**src/rtl/trig_sequencer.sv**
```systemverilog
// Trigger sequencer: masked OR/majority coincidence over a programmable window,
// prescale, fixed-width trigger pulse, dead time, and readout counters.
//
// state    | meaning
// S_IDLE   | disarmed, outputs low, config captured when arm rises
// S_READY  | armed, waiting for a first hit
// S_WINDOW | coincidence window open, accumulating hit channels
// S_FIRING | trigger pulse asserted
// S_DEAD   | dead time after the pulse, hits ignored
module trig_sequencer #(
    parameter int NCH = 4,
    parameter int CW  = 32
) (
    input  logic           clk,
    input  logic           rst,
    input  logic [NCH-1:0] chan_in,
    input  logic           arm,
    input  logic [NCH-1:0] cfg_mask,
    input  logic [3:0]     cfg_thresh,
    input  logic [7:0]     cfg_win,
    input  logic [7:0]     cfg_fire,
    input  logic [15:0]    cfg_dead,
    input  logic [7:0]     cfg_prescale,
    output logic           trig_out,
    output logic           busy,
    output logic           armed,
    output logic [CW-1:0]  trigger_count,
    output logic [CW-1:0]  cand_count
);

    typedef enum logic [2:0] {
        S_IDLE,
        S_READY,
        S_WINDOW,
        S_FIRING,
        S_DEAD
    } state_t;

    state_t         state_q, state_d;
    logic [NCH-1:0] chan_q, chan_d;
    logic [NCH-1:0] acc_q, acc_d;
    logic [15:0]    tmr_q, tmr_d;
    logic [7:0]     pscnt_q, pscnt_d;
    logic [NCH-1:0] mask_q, mask_d;
    logic [3:0]     thresh_q, thresh_d;
    logic [7:0]     win_q, win_d;
    logic [7:0]     fire_q, fire_d;
    logic [15:0]    dead_q, dead_d;
    logic [7:0]     prescale_q, prescale_d;
    logic           disarm_q, disarm_d;
    logic           trig_q, trig_d;
    logic           busy_q, busy_d;
    logic [CW-1:0]  tcnt_q, tcnt_d;
    logic [CW-1:0]  ccnt_q, ccnt_d;

    logic [NCH-1:0] hit;
    logic [3:0]     thr_eff;
    logic           qualify;
    logic           cand;
    logic [15:0]    fire_ld;
    logic [15:0]    dead_ld;
    logic [15:0]    win_ld;

    function automatic logic [4:0] popcnt(input logic [NCH-1:0] v);
        logic [4:0] n;
        n = '0;
        for (int i = 0; i < NCH; i++) begin
            n = n + {4'd0, v[i]};
        end
        return n;
    endfunction

    assign hit     = chan_in & ~chan_q & mask_q;
    assign thr_eff = (thresh_q == 4'd0) ? 4'd1 : thresh_q;
    // A threshold above NCH can never be reached, so it simply never qualifies.
    assign qualify = (popcnt(acc_q | hit) >= {1'b0, thr_eff});
    assign fire_ld = (fire_q == 8'd0) ? 16'd0 : {8'd0, fire_q - 8'd1};
    assign dead_ld = dead_q - 16'd1;
    assign win_ld  = {8'd0, win_q - 8'd1};

    always_comb begin
        state_d    = state_q;
        chan_d     = chan_in;
        acc_d      = acc_q;
        tmr_d      = tmr_q;
        pscnt_d    = pscnt_q;
        mask_d     = mask_q;
        thresh_d   = thresh_q;
        win_d      = win_q;
        fire_d     = fire_q;
        dead_d     = dead_q;
        prescale_d = prescale_q;
        disarm_d   = disarm_q;
        tcnt_d     = tcnt_q;
        ccnt_d     = ccnt_q;
        cand       = 1'b0;

        case (state_q)
            S_IDLE: begin
                acc_d = '0;
                if (arm) begin
                    state_d    = S_READY;
                    mask_d     = cfg_mask;
                    thresh_d   = cfg_thresh;
                    win_d      = cfg_win;
                    fire_d     = cfg_fire;
                    dead_d     = cfg_dead;
                    prescale_d = cfg_prescale;
                end
            end
            S_READY: begin
                if (!arm) begin
                    state_d = S_IDLE;
                    acc_d   = '0;
                end else if (qualify) begin
                    cand = 1'b1;
                end else if ((hit != '0) && (win_q != 8'd0)) begin
                    state_d = S_WINDOW;
                    acc_d   = hit;
                    tmr_d   = win_ld;
                end
            end
            S_WINDOW: begin
                if (!arm) begin
                    state_d = S_IDLE;
                    acc_d   = '0;
                end else if (qualify) begin
                    cand = 1'b1;
                end else if (tmr_q == 16'd0) begin
                    state_d = S_READY;
                    acc_d   = '0;
                end else begin
                    acc_d = acc_q | hit;
                    tmr_d = tmr_q - 16'd1;
                end
            end
            S_FIRING: begin
                // A disarm anywhere in the pulse is remembered so the pulse finishes
                // at full width and then drops straight to IDLE.
                if (!arm) begin
                    disarm_d = 1'b1;
                end
                if (tmr_q == 16'd0) begin
                    disarm_d = 1'b0;
                    if (!arm || disarm_q) begin
                        state_d = S_IDLE;
                    end else if (dead_q == 16'd0) begin
                        state_d = S_READY;
                    end else begin
                        state_d = S_DEAD;
                        tmr_d   = dead_ld;
                    end
                end else begin
                    tmr_d = tmr_q - 16'd1;
                end
            end
            S_DEAD: begin
                if (!arm) begin
                    state_d = S_IDLE;
                end else if (tmr_q == 16'd0) begin
                    state_d = S_READY;
                end else begin
                    tmr_d = tmr_q - 16'd1;
                end
            end
            default: begin
                state_d = S_IDLE;
                acc_d   = '0;
            end
        endcase

        if (cand) begin
            ccnt_d = ccnt_q + CW'(1);
            acc_d  = '0;
            if (pscnt_q == prescale_q) begin
                pscnt_d  = 8'd0;
                tcnt_d   = tcnt_q + CW'(1);
                state_d  = S_FIRING;
                tmr_d    = fire_ld;
                disarm_d = 1'b0;
            end else begin
                pscnt_d = pscnt_q + 8'd1;
                state_d = S_READY;
            end
        end

        trig_d = (state_d == S_FIRING);
        busy_d = (state_d == S_FIRING) || (state_d == S_DEAD);
    end

    always_ff @(posedge clk) begin
        if (rst) begin
            state_q    <= S_IDLE;
            chan_q     <= '0;
            acc_q      <= '0;
            tmr_q      <= '0;
            pscnt_q    <= '0;
            mask_q     <= '0;
            thresh_q   <= '0;
            win_q      <= '0;
            fire_q     <= '0;
            dead_q     <= '0;
            prescale_q <= '0;
            disarm_q   <= 1'b0;
            trig_q     <= 1'b0;
            busy_q     <= 1'b0;
            tcnt_q     <= '0;
            ccnt_q     <= '0;
        end else begin
            state_q    <= state_d;
            chan_q     <= chan_d;
            acc_q      <= acc_d;
            tmr_q      <= tmr_d;
            pscnt_q    <= pscnt_d;
            mask_q     <= mask_d;
            thresh_q   <= thresh_d;
            win_q      <= win_d;
            fire_q     <= fire_d;
            dead_q     <= dead_d;
            prescale_q <= prescale_d;
            disarm_q   <= disarm_d;
            trig_q     <= trig_d;
            busy_q     <= busy_d;
            tcnt_q     <= tcnt_d;
            ccnt_q     <= ccnt_d;
        end
    end

    assign trig_out      = trig_q;
    assign busy          = busy_q;
    assign armed         = (state_q != S_IDLE);
    assign trigger_count = tcnt_q;
    assign cand_count    = ccnt_q;

endmodule

```
**config.mk**
```make
export PLATFORM = sky130hd
export DESIGN_NAME = trig_sequencer
export DESIGN_NICKNAME = d
export VERILOG_FILES = /design/src/rtl/trig_sequencer.sv
export SDC_FILE = /design/constraint.sdc
export NUM_CORES = 1
export LEC_CHECK = 0
export CAP_MARGIN = 20
export CORE_MARGIN = 2
export CORE_UTILIZATION = 40
export DETAILED_ROUTE_END_ITERATION = 10
export PLACE_DENSITY = 0.64
export RECOVER_POWER = 25
export SETUP_SLACK_MARGIN = 0.4
export SYNTH_ARGS = -nofsm -noshare
export SYNTH_HDL_FRONTEND = slang
export SYNTH_SLANG_ARGS = --single-unit
```
**constraint.sdc**
```tcl
create_clock -name clk -period 3.8 [get_ports clk]
set_input_delay 0.57 -clock clk [delete_from_list [all_inputs] [get_ports clk]]
set_output_delay 0.57 -clock clk [all_outputs]
set_load 0.005 [all_outputs]
```
==> impl_metrics.env <==
export IMPL_status="finished with violations"
export IMPL_failed_checks="capacitance limit, slew limit"
export IMPL_p_leak_nw=3.999
export IMPL_power_density_nw_per_um2=383.8
export IMPL_fp_row_count=51
export IMPL_antenna_cells=0
export IMPL_vias=7912
export IMPL_port_buffers=121
export IMPL_ant_nets=0
export IMPL_max_freq_mhz=286.2
export IMPL_final_area_um2=10740
export IMPL_drv_cap=1
export IMPL_synth_largest_area_cell="dfxtp_1"
export IMPL_rr_startpoint="chan_q[3]"
export IMPL_drive_above_1_share=0.1366
export IMPL_die_area_um2=21090
export IMPL_overflow=0
export IMPL_worst_setup_path_end_kind="register"
export IMPL_synth_top_area_frac=0.3764
export IMPL_wl_per_cell_um=16.29
export IMPL_grt_pass1_wl_um=38270
export IMPL_ios=122
export IMPL_crit_chain="nand3b_1 -> buf_4 -> buf_4 -> buf_4 -> buf_4 -> buf_4 -> buf_4 -> buf_4 -> buf_4 -> buf_4 -> buf_4 -> buf_4 -> buf_4 -> and4_2 -> nor2_4 -> and3_4 -> o2bb2ai_1 -> a221oi_1 -> nor3_1"
export IMPL_worst_r2r_path_depth=19
export IMPL_drtPass1Iterations=6
export IMPL_rsz0062_at_grt="yes"
export IMPL_dp_cells=1405
export IMPL_start_kind="register"
export IMPL_critPathArrivalTime_ns=3.68
export IMPL_critPathLaunch="chan_q[3]"
export IMPL_synth_compound_area_frac=0.1557
export IMPL_synth_enable_flop_cells=0
export IMPL_dp_slack_ns=-0.3319
export IMPL_syn_to_final_growth_pct=34.58
export IMPL_vias_per_cell=5.397
export IMPL_ys_types=73
export IMPL_power_w=0.004120
export IMPL_cp_required_ns=3.99
export IMPL_ir_drop_v=0.0002985
export IMPL_cts_tree="done"
export IMPL_htreeDepth=4
export IMPL_final_cells=1466
export IMPL_rrSetupSlack_ns=0.31
export IMPL_synthFlopType="dfxtp_1"
export IMPL_use_met3=0.06478
export IMPL_initial_utilization=0.4086
export IMPL_fp_coreArea_um2=19530
export IMPL_dp_hpwl_um=16620
export IMPL_cts_root_buf="clkbuf_16"
export IMPL_ys_seq_elements=150
export IMPL_clk_latency_ns=0.43
export IMPL_yosysSeqAreaShare=0.3764
export IMPL_setup_viol=0
export IMPL_fin_crit_ns=3.495
export IMPL_finalHoldViolCount=0
export IMPL_cp_slowest_stage_delay_ns=0.39
export IMPL_async_flop_share=0
export IMPL_ys_warn_count=0
export IMPL_synth_cells=1031
export IMPL_postPlaceCellArea_um2=9677
export IMPL_grt_pass1_vias=7418
export IMPL_whs_path_depth=2
export IMPL_synth_top_family_by_area="simple AND/OR/NAND/NOR gates"
export IMPL_muxShareOfSynthArea=0.005176
export IMPL_setup_slack_ns=0.3053
export IMPL_clock_sinks=150
export IMPL_met1_usage=0.2892
export IMPL_die_h_um=145.2
export IMPL_worst_path_max_delay_cell="a221oi_1"
export IMPL_synthSimpleGateAreaFrac=0.2903
export IMPL_die_w_um=145.2
export IMPL_relSlewSlack=-0.8459
export IMPL_tightestPinTransition_ns=2.769
export IMPL_fin_hold_ws_ns=0.4579
export IMPL_syn_nets=1100
export IMPL_skew_ns=0.01426
export IMPL_r2r_end="tmr_q[6]"
export IMPL_worst_path_max_fanout=7
export IMPL_finalCritPeriodShare=0.9197
export IMPL_gr_usage_met2=0.3481
export IMPL_drc_errors=0
export IMPL_synth_area_top_cells="dfxtp_1, nand2_1, xnor2_1"
export IMPL_cts_clk_slew_worst_paths_ns=0.06
export IMPL_hold_start="thresh_q[2]"
export IMPL_grt_busiest_layer="met2"
export IMPL_grt_max_degree=60
export IMPL_cts_buffers=17
export IMPL_nNetsFinal=1257
export IMPL_routed_wl_um=23880
export IMPL_crit_type="register to register"
export IMPL_syn_area_per_cell_um2=7.738
export IMPL_grt_usage=0.2212
export IMPL_first_iter_violations=607
export IMPL_synth_area_um2=7978
export IMPL_holdCritPathClass="register to register"
export IMPL_min_to="thresh_q[2]"
export IMPL_antenna_found_initial=1
export IMPL_finalMaxSlewViolations=60
export IMPL_cp_common_cell="buf_4"
export IMPL_synth_fa_ha_area_frac=0.02290
export IMPL_clk_path_buf_depth=2
export IMPL_synthXorXnorAreaFrac=0.1054
export IMPL_gp_congestion=0.9565
worst max path at each step:
stage | endpoint | slack (ns) | cells after the start
4_1_cts | trigger_count[18] | 0.39 | 14
3_3_place_gp | tmr_q[4] | -0.29 | 15
5_1_grt | trigger_count[26] | 0.20 | 15
3_5_place_dp | tmr_q[4] | -0.33 | 15
2_1_floorplan | cand_count[16] | 0.11 | 15
6_report | tmr_q[6] | 0.31 | 19
synthesized netlist by cell type, drive strengths merged (3+ instances only):
cell and instances:
ha 13, o211ai 8, and3 14, or4 12, nor4 19, or2 3
or3b 3, buf 9, mux2i 3, xor2 40, nor3b 4, nand4 26
o21a 5, and4 6, a31o 3, nand2b 7, or3 11, o31ai 4
and2 5, nor3 37, nand3b 7, xnor2 56, o22ai 17, a211oi 4
o21ai 30, o2111ai 4, clkbuf 45, nand2 166, a22oi 4, nor2b 11
a31oi 5, nand3 29, inv 31, nor2 118, a21oi 91, dfxtp 150
state kept, by name, indices dropped and copies added (netlist names):
| signal | flops |
|---|---|
| acc_q | 4 |
| busy | 1 |
| cand_count | 32 |
| chan_q | 4 |
| dead_q | 16 |
| disarm_q | 1 |
| fire_q | 8 |
| mask_q | 4 |
| prescale_q | 8 |
| pscnt_q | 8 |
| state_q | 3 |
| thresh_q | 4 |
| tmr_q | 16 |
| trig_out | 1 |
| trigger_count | 32 |
| win_q | 8 |
report_power, final:
part / internal [W] / switching, W
sequential: 0.00162 / 0.0000532
clock: 0.000930 / 0.000717
combinational: 0.000335 / 0.000468
stage by stage:
step | TNS (ns) | util
global placement | -9.715 | 0.4956
floorplan | 0 | -
finish | 0 | 0.5499
CTS | 0 | 0.5371
detailed placement | -12.53 | 0.4956
global route | 0 | 0.5499
layer usage:
layer,share of wire,vias up
li1,-,3925
met1,0.45,3718
met2,0.46,233
met3,0.065,36
met4,0.020,0
met5,0,-
critical path: cells and delay by family, from the launching register on:
kind | cells | cell delay (ns)
buffers and inverters | 12 | 1.51
and+or+nand+nor | 5 | 0.98
AOI/OAI and AO/OA | 2 | 0.47
DFF | 1 | 0.31
cell type report:
class,count,area (um2)
fillers,1883,8790
multi-input cells,795,4935
flip-flops and latches,150,3005
repair buffers,192,1777
clock buffers,20,446.7
well taps,265,331.6
clock inverters,12,121.4
inverters,32,120.1
cell usage in the layout, fill, tap and decap left out, drive strengths merged, types with 8 or more instances in the layout:
master,instances
buf,71
o21ai,30
o211ai,8
or3,11
nor4,19
nor2,118
o22ai,17
dfxtp,150
and3,14
nand2,166
nor3,37
clkbuf,21
ha,13
inv,35
nand3,29
nand4,26
clkdlybuf4s50,96
a21oi,91
xor2,40
xnor2,56
dlygate4sd3,21
nor2b,11
or4,12
kinds of logic (layout without fill, tap and decap cells):
logic type,Yosys count,in the layout
fa+ha+maj,14,14
flops,150,150
simple gates,480,480
xor+xnor,96,96
buf+inv,86,256
compound gates,201,201
mux,4,4
repair_timing:
action,CTS,global route
setup buffers,21,7
setup endpoints to repair,67,67
hold buffers,0,0
gates resized for setup,22,43
cloned,1,0
pin swaps,16,31
(Power assumes the default switching activity.)
